$ cat config.mk
export PLATFORM = sky130hd
export DESIGN_NAME = fpa_arbiter_flat
export DESIGN_NICKNAME = d
export VERILOG_FILES = /design/src/rtl/fpa_arbiter_pkg.sv /design/src/rtl/fpa_arbiter_if.sv /design/src/rtl/fpa_res_fifo.sv /design/src/rtl/fpa_arbiter.sv /design/src/flat_wrapper.sv
export SDC_FILE = /design/constraint.sdc
export NUM_CORES = 1
export LEC_CHECK = 0
export BUFFER_PORTS_ARGS = -buffer_cell sky130_fd_sc_hd__buf_2
export CORE_MARGIN = 2
export CORE_UTILIZATION = 40
export DETAILED_ROUTE_END_ITERATION = 12
export SETUP_SLACK_MARGIN = 0.05
export SYNTH_ARGS = -nofsm -noshare
export SYNTH_HDL_FRONTEND = slang
export SYNTH_SLANG_ARGS = --single-unit
$ cat constraint.sdc
create_clock -name clk -period 7.2 [get_ports clk]
set_input_delay 1.44 -clock clk [delete_from_list [all_inputs] [get_ports clk]]
set_output_delay 1.44 -clock clk [all_outputs]
set_load 0.1 [all_outputs]
$ cat src/rtl/fpa_arbiter_pkg.sv
// Shared constants and helpers for the floating-point adder arbiter.
//   FP_W        : operand / result width of the shared adder
//   DEF_*       : default parameter values for the arbiter slice
//   entry_w()   : width of one result FIFO entry (result + requester ID)
//   cnt_w()     : width of a counter that must hold 0..n inclusive
//   ptr_w()     : width of a pointer that indexes 0..n-1
package fpa_arbiter_pkg;

    localparam int FP_W        = 32;
    localparam int DEF_NREQ    = 4;
    localparam int DEF_IDW     = 2;
    localparam int DEF_LATENCY = 7;
    localparam int DEF_DEPTH   = 8;

    function automatic int entry_w(input int idw);
        return FP_W + idw;
    endfunction

    function automatic int cnt_w(input int n);
        return (n < 1) ? 1 : $clog2(n + 1);
    endfunction

    function automatic int ptr_w(input int n);
        return (n < 2) ? 1 : $clog2(n);
    endfunction

endpackage

$ cat src/rtl/fpa_arbiter_if.sv
// Requester / consumer bundle of the adder arbiter.
//   req_valid/req_a/req_b/req_ready : per-requester operand handshake,
//                                     requester i packed at [FP_W*i +: FP_W]
//   res_valid/res_ready/res_c/res_id : result stream with requester ID
// master = requesters + consumer side, slave = arbiter side.
interface fpa_arbiter_if #(
    parameter int NREQ = 4,
    parameter int IDW  = 2
);
    import fpa_arbiter_pkg::*;

    logic [NREQ-1:0]      req_valid;
    logic [FP_W*NREQ-1:0] req_a;
    logic [FP_W*NREQ-1:0] req_b;
    logic [NREQ-1:0]      req_ready;
    logic                 res_valid;
    logic                 res_ready;
    logic [FP_W-1:0]      res_c;
    logic [IDW-1:0]       res_id;

    modport master (
        output req_valid, req_a, req_b, res_ready,
        input  req_ready, res_valid, res_c, res_id
    );

    modport slave (
        input  req_valid, req_a, req_b, res_ready,
        output req_ready, res_valid, res_c, res_id
    );

endinterface

$ cat src/rtl/fpa_res_fifo.sv
// Synchronous first-word fall-through FIFO for adder results.
//   clk, rst : clock, synchronous active-high reset
//   push/din : write an entry (must not be issued while full)
//   pop      : consume the head entry; ignored when empty
//   dout     : head entry, read combinationally from storage
//   count    : number of stored entries (0..DEPTH)
//   empty    : no entries stored
module fpa_res_fifo
    import fpa_arbiter_pkg::*;
#(
    parameter int WIDTH = 34,
    parameter int DEPTH = 8
) (
    input  logic                       clk,
    input  logic                       rst,
    input  logic                       push,
    input  logic [WIDTH-1:0]           din,
    input  logic                       pop,
    output logic [WIDTH-1:0]           dout,
    output logic [$clog2(DEPTH+1)-1:0] count,
    output logic                       empty
);

    localparam int CW = $clog2(DEPTH + 1);
    localparam int PW = ptr_w(DEPTH);

    logic [WIDTH-1:0] mem [DEPTH];
    logic [PW-1:0]    wr_ptr;
    logic [PW-1:0]    rd_ptr;
    logic             do_pop;

    function automatic logic [PW-1:0] ptr_inc(input logic [PW-1:0] p);
        return (p == PW'(DEPTH - 1)) ? '0 : p + PW'(1);
    endfunction

    assign empty  = (count == '0);
    assign do_pop = pop && !empty;
    assign dout   = mem[rd_ptr];

    always_ff @(posedge clk) begin
        if (push) begin
            mem[wr_ptr] <= din;
        end
    end

    always_ff @(posedge clk) begin
        if (rst) begin
            wr_ptr <= '0;
            rd_ptr <= '0;
            count  <= '0;
        end else begin
            if (push) begin
                wr_ptr <= ptr_inc(wr_ptr);
            end
            if (do_pop) begin
                rd_ptr <= ptr_inc(rd_ptr);
            end
            case ({push, do_pop})
                2'b10:   count <= count + CW'(1);
                2'b01:   count <= count - CW'(1);
                default: count <= count;
            endcase
        end
    end

    // The credit scheme upstream makes a push into a full FIFO impossible.
    always_ff @(posedge clk) begin
        if (!rst) begin
            assert (!(push && !do_pop && (count == CW'(DEPTH))));
        end
    end

endmodule

$ cat src/rtl/fpa_arbiter.sv
// Shares one un-stallable pipelined FP adder between NREQ requesters.
//   clk, rst     : clock, synchronous active-high reset
//   bus (slave)  : request handshake in, result stream out
//   fpa_a, fpa_b : registered operands to the adder
//   fpa_c        : adder result, LATENCY cycles after its operands
//   busy         : operations in flight or results still queued
// Round-robin picks one request per cycle; a tag pipeline follows each
// operand pair through the adder and pushes the result with its ID into a
// FWFT FIFO.  Issue is only allowed while in-flight ops plus queued results
// leave room in the FIFO, so the adder output never has to wait.
module fpa_arbiter
    import fpa_arbiter_pkg::*;
#(
    parameter int NREQ    = DEF_NREQ,
    parameter int IDW     = DEF_IDW,
    parameter int LATENCY = DEF_LATENCY,
    parameter int DEPTH   = DEF_DEPTH
) (
    input  logic            clk,
    input  logic            rst,
    fpa_arbiter_if.slave    bus,
    output logic [FP_W-1:0] fpa_a,
    output logic [FP_W-1:0] fpa_b,
    input  logic [FP_W-1:0] fpa_c,
    output logic            busy
);

    localparam int EW = entry_w(IDW);
    localparam int CW = $clog2(DEPTH + 1);
    // Stage 0 rides alongside the operands on fpa_a/fpa_b; stage LATENCY is
    // the one that lines up with the matching result on fpa_c.
    localparam int TAG_N = LATENCY + 1;
    localparam int IW    = cnt_w(TAG_N);

    logic [IDW-1:0]  rr_ptr;
    logic [IDW-1:0]  winner;
    logic            found;
    logic [FP_W-1:0] win_a;
    logic [FP_W-1:0] win_b;
    logic            issue_ok;
    logic            accept;
    logic            retire;
    logic            pop;
    logic [31:0]     outstanding;

    logic [TAG_N-1:0] tag_v;
    logic [IDW-1:0]   tag_id [TAG_N];
    logic [IW-1:0]    inflight;

    logic [CW-1:0]    fifo_count;
    logic             fifo_empty;
    logic [EW-1:0]    fifo_dout;

    // Round-robin search from rr_ptr, wrapping modulo NREQ.
    always_comb begin
        int idx;
        found  = 1'b0;
        winner = '0;
        idx    = 0;
        for (int k = 0; k < NREQ; k++) begin
            idx = int'(rr_ptr) + k;
            if (idx >= NREQ) begin
                idx = idx - NREQ;
            end
            if (!found && bus.req_valid[IDW'(idx)]) begin
                found  = 1'b1;
                winner = IDW'(idx);
            end
        end
    end

    always_comb begin
        win_a = '0;
        win_b = '0;
        for (int i = 0; i < NREQ; i++) begin
            if (winner == IDW'(i)) begin
                win_a = bus.req_a[FP_W*i +: FP_W];
                win_b = bus.req_b[FP_W*i +: FP_W];
            end
        end
    end

    // Credit counts queued results as occupied until the pop edge, so a
    // freed slot is usable one cycle after the pop.
    assign outstanding   = 32'(inflight) + 32'(fifo_count);
    assign issue_ok      = (outstanding < 32'(DEPTH));
    assign accept        = found && issue_ok;
    assign bus.req_ready = accept ? (NREQ'(1) << winner) : '0;

    assign retire = tag_v[TAG_N-1];
    assign pop    = !fifo_empty && bus.res_ready;

    always_ff @(posedge clk) begin
        if (rst) begin
            fpa_a    <= '0;
            fpa_b    <= '0;
            rr_ptr   <= '0;
            inflight <= '0;
            tag_v    <= '0;
            for (int s = 0; s < TAG_N; s++) begin
                tag_id[s] <= '0;
            end
        end else begin
            if (accept) begin
                fpa_a  <= win_a;
                fpa_b  <= win_b;
                rr_ptr <= (int'(winner) == NREQ - 1) ? '0 : winner + IDW'(1);
            end
            tag_v[0]  <= accept;
            tag_id[0] <= winner;
            for (int s = 1; s < TAG_N; s++) begin
                tag_v[s]  <= tag_v[s-1];
                tag_id[s] <= tag_id[s-1];
            end
            case ({accept, retire})
                2'b10:   inflight <= inflight + IW'(1);
                2'b01:   inflight <= inflight - IW'(1);
                default: inflight <= inflight;
            endcase
        end
    end

    fpa_res_fifo #(
        .WIDTH (EW),
        .DEPTH (DEPTH)
    ) u_fifo (
        .clk   (clk),
        .rst   (rst),
        .push  (retire),
        .din   ({fpa_c, tag_id[TAG_N-1]}),
        .pop   (pop),
        .dout  (fifo_dout),
        .count (fifo_count),
        .empty (fifo_empty)
    );

    assign bus.res_valid = !fifo_empty;
    assign bus.res_c     = fifo_dout[EW-1:IDW];
    assign bus.res_id    = fifo_dout[IDW-1:0];
    assign busy          = (inflight != '0) || (fifo_count != '0);

endmodule

$ cat src/flat_wrapper.sv
// flat-port wrapper written by rule: the top's interface ports become plain ports
module fpa_arbiter_flat import fpa_arbiter_pkg::*;
#(
    parameter int NREQ    = DEF_NREQ,
    parameter int IDW     = DEF_IDW,
    parameter int LATENCY = DEF_LATENCY,
    parameter int DEPTH   = DEF_DEPTH
)
  (clk, rst, fpa_a, fpa_b, fpa_c, busy, bus_req_valid, bus_req_a, bus_req_b, bus_res_ready, bus_req_ready, bus_res_valid, bus_res_c, bus_res_id);
  fpa_arbiter_if #(.NREQ(NREQ), .IDW(IDW)) bus_i ();
  input  logic clk;
  input  logic rst;
  output logic [FP_W-1:0] fpa_a;
  output logic [FP_W-1:0] fpa_b;
  input  logic [FP_W-1:0] fpa_c;
  output logic busy;
  input wire logic [$bits(bus_i.req_valid)-1:0] bus_req_valid;
  input wire logic [$bits(bus_i.req_a)-1:0] bus_req_a;
  input wire logic [$bits(bus_i.req_b)-1:0] bus_req_b;
  input wire logic [$bits(bus_i.res_ready)-1:0] bus_res_ready;
  output wire logic [$bits(bus_i.req_ready)-1:0] bus_req_ready;
  output wire logic [$bits(bus_i.res_valid)-1:0] bus_res_valid;
  output wire logic [$bits(bus_i.res_c)-1:0] bus_res_c;
  output wire logic [$bits(bus_i.res_id)-1:0] bus_res_id;
  assign bus_i.req_valid = bus_req_valid;
  assign bus_i.req_a = bus_req_a;
  assign bus_i.req_b = bus_req_b;
  assign bus_i.res_ready = bus_res_ready;
  assign bus_req_ready = bus_i.req_ready;
  assign bus_res_valid = bus_i.res_valid;
  assign bus_res_c = bus_i.res_c;
  assign bus_res_id = bus_i.res_id;
  fpa_arbiter #(.NREQ(NREQ), .IDW(IDW), .LATENCY(LATENCY), .DEPTH(DEPTH)) u_core (.clk(clk), .rst(rst), .bus(bus_i), .fpa_a(fpa_a), .fpa_b(fpa_b), .fpa_c(fpa_c), .busy(busy));
endmodule
== After elaboration in Yosys (flattened, before gate mapping) ==
Memory sizes are Yosys's and may differ from the RTL's. A register that Yosys moved wholly into a read port is not among the register bits.
Index checks and enable logic that the tools add are counted.
Operators by class
  $add $sub $neg: 15
  order comparisons: 9
  equality and inequality tests: 10
  shift-type cells: 1
  mux-type cells: 53
  bitwise gates (word level): 8
  reduce and logical (&&, ||, !) cells: 17
Operators with widths (count)
  32-bit two-way mux: 8
  2-bit two-way mux: 17
  32-bit by 4-bit < comparator with 1-bit output (second input constant): 1
  1-bit two-way mux: 17
  2-bit by 4-bit < comparator with 1-bit output (second input constant): 4
  4-bit case mux with 2 select lines: 2
  3-bit two-way mux: 4
  3-bit >= comparator (second input constant): 3
  4-bit by 1-bit adder with 4-bit output (second input constant): 2
  1-bit binary-select mux with 2-bit select: 4
  2-bit by 1-bit equality test with 1-bit output (second input constant): 4
  2-bit equality test (second input constant): 4
  1-bit bitwise OR: 8
  4-bit nonzero test: 2
  2-bit by 1-bit subtractor with 2-bit output (second input constant): 4
  4-bit by 1-bit subtractor with 4-bit output (second input constant): 2
  2-bit by 2-bit adder with 3-bit output (second input constant): 2
  3-bit by 1-bit adder with 3-bit output (second input constant): 2
  3-bit equality test (second input constant): 2
  1-bit logical AND: 6
  4-bit by 4-bit adder with 5-bit output: 1
  1-bit logical NOT: 4
  4-bit logical NOT: 1
  4-bit two-way mux: 1
  7 further kinds: 8
Word-level totals
  bits in registers: 88
  RAM bits: 288
  memories kept: 2
Memory list
  u_core.u_fifo.mem: words 8, bits a word 34, read ports 1, clocked after memory_dff 1, wr ports 1, RTL line fpa_res_fifo.sv:27  | logic [WIDTH-1:0] mem [DEPTH];
  u_core.tag_id: words 8, bits a word 2, read ports 8, clocked after memory_dff 0, wr ports 8, RTL line fpa_arbiter.sv:47  | logic [IDW-1:0] tag_id [TAG_N];

== Longest topological paths before layout ==
  depth after elaboration: 20
  mapped depth: 13
  mapped depth without buffers: 11

== Hierarchy ==
From an unflattened synthesis, not the netlist that was laid out.
Second synthesis, totals
  cells, all modules: 1172
  area total of the unflattened synthesis: 16383.2 sq um
Modules (own cells, without submodules)
  fpa_res_fifo: times used 1, cells an instance 471, area an instance 11001.8 sq um, seq. area each 8428.1 sq um
  fpa_arbiter: times used 1, cells an instance 701, area an instance 5381.4 sq um, seq. area each 1881.8 sq um

== Least setup slack after synthesis ==
No wires, ideal clock.
  path kind: input to output
  from: input port bus_req_valid[2]
  to: output port bus_req_ready[1]
  arrival: 3531 ps
  path slack: 2229 ps
  cell stages on the path: 7
  buffers on the path: 2
  path through: mux2i_1 nor2_1 nor3_1 ha_1 clkbuf_1 clkbuf_1 and2_1
Between the ends
  word-level cells in the longest chain between the ends: 15
Ends and longest elaborated chain
  from (decl): RTL line flat_wrapper.sv:17  | input wire logic [$bits(bus_i.req_valid)-1:0] bus_req_valid;
  1-bit binary-select mux with 2-bit select: RTL line fpa_arbiter.sv:65  | if (!found && bus.req_valid[IDW'(idx)]) begin
  1-bit two-way mux (implied by the code) (2 in series): RTL line fpa_arbiter.sv:65
  1-bit two-way mux: RTL line fpa_arbiter.sv:65
  1-bit logical NOT: RTL line fpa_arbiter.sv:65
  1-bit logical AND: RTL line fpa_arbiter.sv:65
  1-bit two-way mux: RTL line fpa_arbiter.sv:65
  1-bit logical NOT: RTL line fpa_arbiter.sv:65
  1-bit logical AND: RTL line fpa_arbiter.sv:65
  1-bit two-way mux: RTL line fpa_arbiter.sv:65
  1-bit logical NOT: RTL line fpa_arbiter.sv:65
  1-bit logical AND: RTL line fpa_arbiter.sv:65
  2-bit two-way mux (*): RTL line fpa_arbiter.sv:65
  net u_core.winner[0]: RTL line fpa_arbiter.sv:36  | logic [IDW-1:0] winner;
  1-bit by 2-bit << shifter with 4-bit output (*): RTL line fpa_arbiter.sv:88  | assign bus.req_ready = accept ? (NREQ'(1) << winner) : '0;
  4-bit two-way mux (*): RTL line fpa_arbiter.sv:88
  to (decl): RTL line flat_wrapper.sv:21  | output wire logic [$bits(bus_i.req_ready)-1:0] bus_req_ready;
The timed path passes the listed nets; every way through them passes the cells marked *. The select of a mux whose other input is x is not followed.

== Final worst setup path ==
  from: register u_core.inflight[2]
  to: output port bus_req_ready[1]
Between the ends
  word-level cells in the longest chain between the ends: 4
Ends and longest elaborated chain
  from (decl): RTL line fpa_arbiter.sv:48  | logic [IW-1:0] inflight;
  from (signal assigned): RTL line fpa_arbiter.sv:116  | 2'b10: inflight <= inflight + IW'(1);
  from (signal assigned): RTL line fpa_arbiter.sv:117  | 2'b01: inflight <= inflight - IW'(1);
  from (signal assigned): RTL line fpa_arbiter.sv:118  | default: inflight <= inflight;
  4-bit by 4-bit adder with 5-bit output: RTL line fpa_arbiter.sv:85  | assign outstanding = 32'(inflight) + 32'(fifo_count);
  32-bit by 4-bit < comparator with 1-bit output: RTL line fpa_arbiter.sv:86  | assign issue_ok = (outstanding < 32'(DEPTH));
  1-bit logical AND: RTL line fpa_arbiter.sv:87  | assign accept = found && issue_ok;
  4-bit two-way mux: RTL line fpa_arbiter.sv:88
Every way passes these cells.

==> results.yml <==
clock_tree:
  clk_path_buf_depth: 3
  cts_hold_buf: 0
  clk_latency_ns: 0.56
  htreeDepth: 2
  cts_tree: "yes"
  cts_resized: 0
  cts-root-buf: "clkbuf_16"
  path_clk_slew_ns: 0.06
  post-cts-setup-buffers: 0
  cts_buffers: 42
  clock_sinks: 379
timing:
  rsz0062_at_grt: "no"
  worst_pin_slew_ns: 1.14
  fin_crit_sh: 0.674
  setup_slack_ns: 2.35
  worst_clock_skew_ns: 0.0231
  setup_tns_ns: 0
  maxSlewViolCount: 0
  hold_slack_ns: 0.429
  hold_viol: 0
  clock.fmax_mhz: 206
  setup_viol: 0
  slew_headroom: 0.240
  period_needed_ns: 4.85
final_layout:
  area_growth_pct: 23.8
  seq_area_sq_mm: 0.0103
  multi_input_area_sq_mm: 0.00540
  nNetsFinal: 1850
  drive_above_1_share: 0.379
  fillers: 3572
  finalNonFillerCells: 2105
logic_synthesis:
  synth-edff-count: 272
  syn_area_sq_mm: 0.0161
  synth_nets: 1480
  synth_commonest_cells: "edfxtp_1 (272), nand2_1 (204), dfxtp_1 (107)"
  synth.area.top_cells: "edfxtp_1 (51%), dfxtp_1 (13%), mux4_2 (9.5%)"
  synth_warnings: 0
  synth_top_area_frac: 0.509
  ys_seq_area_frac: 0.642
  yosysTopAreaCell: "edfxtp_1"
  synthDistinctLibCells: 40
  synth_ff_type: "edfxtp_1"
  synth.avg_cell_area_sq_um: 13.8
  ys_ff_latch: 379
  async_flop_share: 0
  yosysMostFrequentCell: "edfxtp_1"
  syn_inst: 1167
placement:
  dp.cells: 2018
  portBuffers: 398
  gp_congestion: 0.891
  hpwl_um: 29900
  place_ws_ns: 2.33
power:
  internal-power_mw: 3.95
  clkPwrFrac: 0.341
  power_mw: 5.98
  switchingPower_mw: 2.03
  seqPwrFrac: 0.416
  p_leak_nw: 7.20
  p_per_area_mw_per_mm2: 301
  p_comb_frac: 0.243
  max-vdd-ir-drop_uv: 181
  switching_share: 0.340
critical_path:
  end_kind: "output pin"
  cp_slowest_stage_delay_ns: 0.60
  path_max_fanout: 58
  cp.required_ns: 5.76
  critPathArrivalTime_ns: 3.41
  worstSetupPathType: "flip-flop to output pin"
  crit_slowest_cell: "buf_4"
  worstRegToRegCells: 11
  start_kind: "flip-flop"
  crit_chain: "ha_1 > a2111oi_0 > and3_2 > buf_4 > and2_1 > buf_2"
outcome:
  status: "complete, no violations"
floorplanning:
  initial_utilization: 0.405
  core_area_sq_mm: 0.0396
  ios: 399
  die_area_sq_mm: 0.0418
  die_h_um: 204
  die_x_um: 204
  rows: 73
grt:
  overflow: 0
  grt_usage: 0.215
  grt_max_degree: 103
  grt_pass1_vias: 11210
  antenna_found_initial: 19
  grt_pass1_wl_um: 66800
routing:
  via_per_inst: 5.33
  dr.pass1.iters: 6
  vias: 11219
  wl_um: 45500
  ant_nets: 0
  drc: 0
  wire_per_inst_um: 21.6
  drt_iter0_markers: 819
min_path:
  hold_path_depth: 1
  worstHoldPathType: "flip-flop to flip-flop"
run:
  max-cap-violations: 0
[power groups by stage]
stage	sequential [mW]	clock, mW	combinational [mW]
3_3_place_gp	2.53	0	1.44
5_1_grt	2.50	2.18	1.53
3_5_place_dp	2.53	0	1.45
4_1_cts	2.49	2.10	1.46
6_report	2.49	2.04	1.45
2_1_floorplan	3.14	0	0.482
[flip-flops by register name, indices dropped and copies added, names as in the netlist, named ones only]
name / cells
u_core.u_fifo.wr_ptr: 3
u_core.u_fifo.count: 4
u_core.rr_ptr: 2
u_core.tag_v: 8
u_core.tag_id: 16
u_core.inflight: 4
u_core.fpa_a: 32
u_core.fpa_b: 32
u_core.u_fifo.mem: 272
u_core.u_fifo.rd_ptr: 3
[metrics by stage]
step | utilization | instance area, sq um
floorplan | - | 16100
global placement | 0.468 | 18500
detailed placement | 0.468 | 18500
CTS | 0.501 | 19800
global route | 0.501 | 19900
finish | 0.501 | 19900
[worst paths after layout]
| check | start | to | slack, ns |
|---|---|---|---|
| setup / recovery | u_core.inflight[2] | bus_req_ready[1] | 2.35 |
| hold / removal | u_core.tag_v[4] | u_core.tag_v[5] | 0.43 |
| setup reg to reg | u_core.inflight[2] | u_core.inflight[2] | 3.48 |
| hold reg to reg | u_core.tag_v[4] | u_core.tag_v[5] | 0.43 |
[layer usage]
layer  part of all wire  wire length, um  up-vias  track usage
li1                   -                -     5185            -
met5             0.0012               55        -            0
met1               0.39            17600     5450        0.266
met3              0.078             3560       92       0.0517
met2               0.50            22900      484        0.362
met4              0.030             1360        8       0.0844
[final cells by class]
class,instances,area share
clock inverters,19,0.00831
inverters,9,0.00195
clock buffers,57,0.0579
repair buffers,415,0.107
flip-flops and latches,379,0.519
diodes,11,0.00138
well taps,525,0.0330
multi-input cells,690,0.272
[placed cells by master, fill, tap and decap left out, types with 3 or more instances in the layout]
cell / count
buf_4: 18
o21ai_0: 3
or4_1: 3
diode_2: 11
buf_2: 397
xor2_1: 5
clkinv_2: 6
clkbuf_8: 4
clkinv_1: 8
nand2_1: 204
dfxtp_1: 104
mux4_2: 68
nand2b_1: 68
mux2_2: 35
clkbuf_1: 10
ha_1: 14
edfxtp_1: 272
clkbuf_16: 42
and2_1: 4
mux2i_1: 3
o2111ai_1: 63
nor2b_1: 23
nor2_4: 7
a21oi_1: 79
inv_1: 8
nand3_1: 3
nor2_1: 19
o211ai_1: 64
[cell families (layout without fill, tap and decap cells)]
family	count (synthesis)	in the layout	share of synthesized area
flip-flops	379	379	0.642
AND/OR/NAND/NOR	344	344	0.0983
AO/OA/AOI/OAI	217	217	0.0937
multiplexers	106	106	0.122
buffers and inverters	98	500	0.0270
adder cells (fa/ha/maj)	18	18	0.0145
XOR/XNOR	5	5	0.00273
other	0	11	0
[worst max-delay path, delay by kind of cell (launching register included)]
kind	cells	cell delay, ns
AOI/OAI and AO/OA	1	0.38
adders and majority gates	1	0.28
buffers and inverters	2	1.02
DFF	1	0.42
and+or+nand+nor	2	0.72
Power figures use the tool's default switching activity.
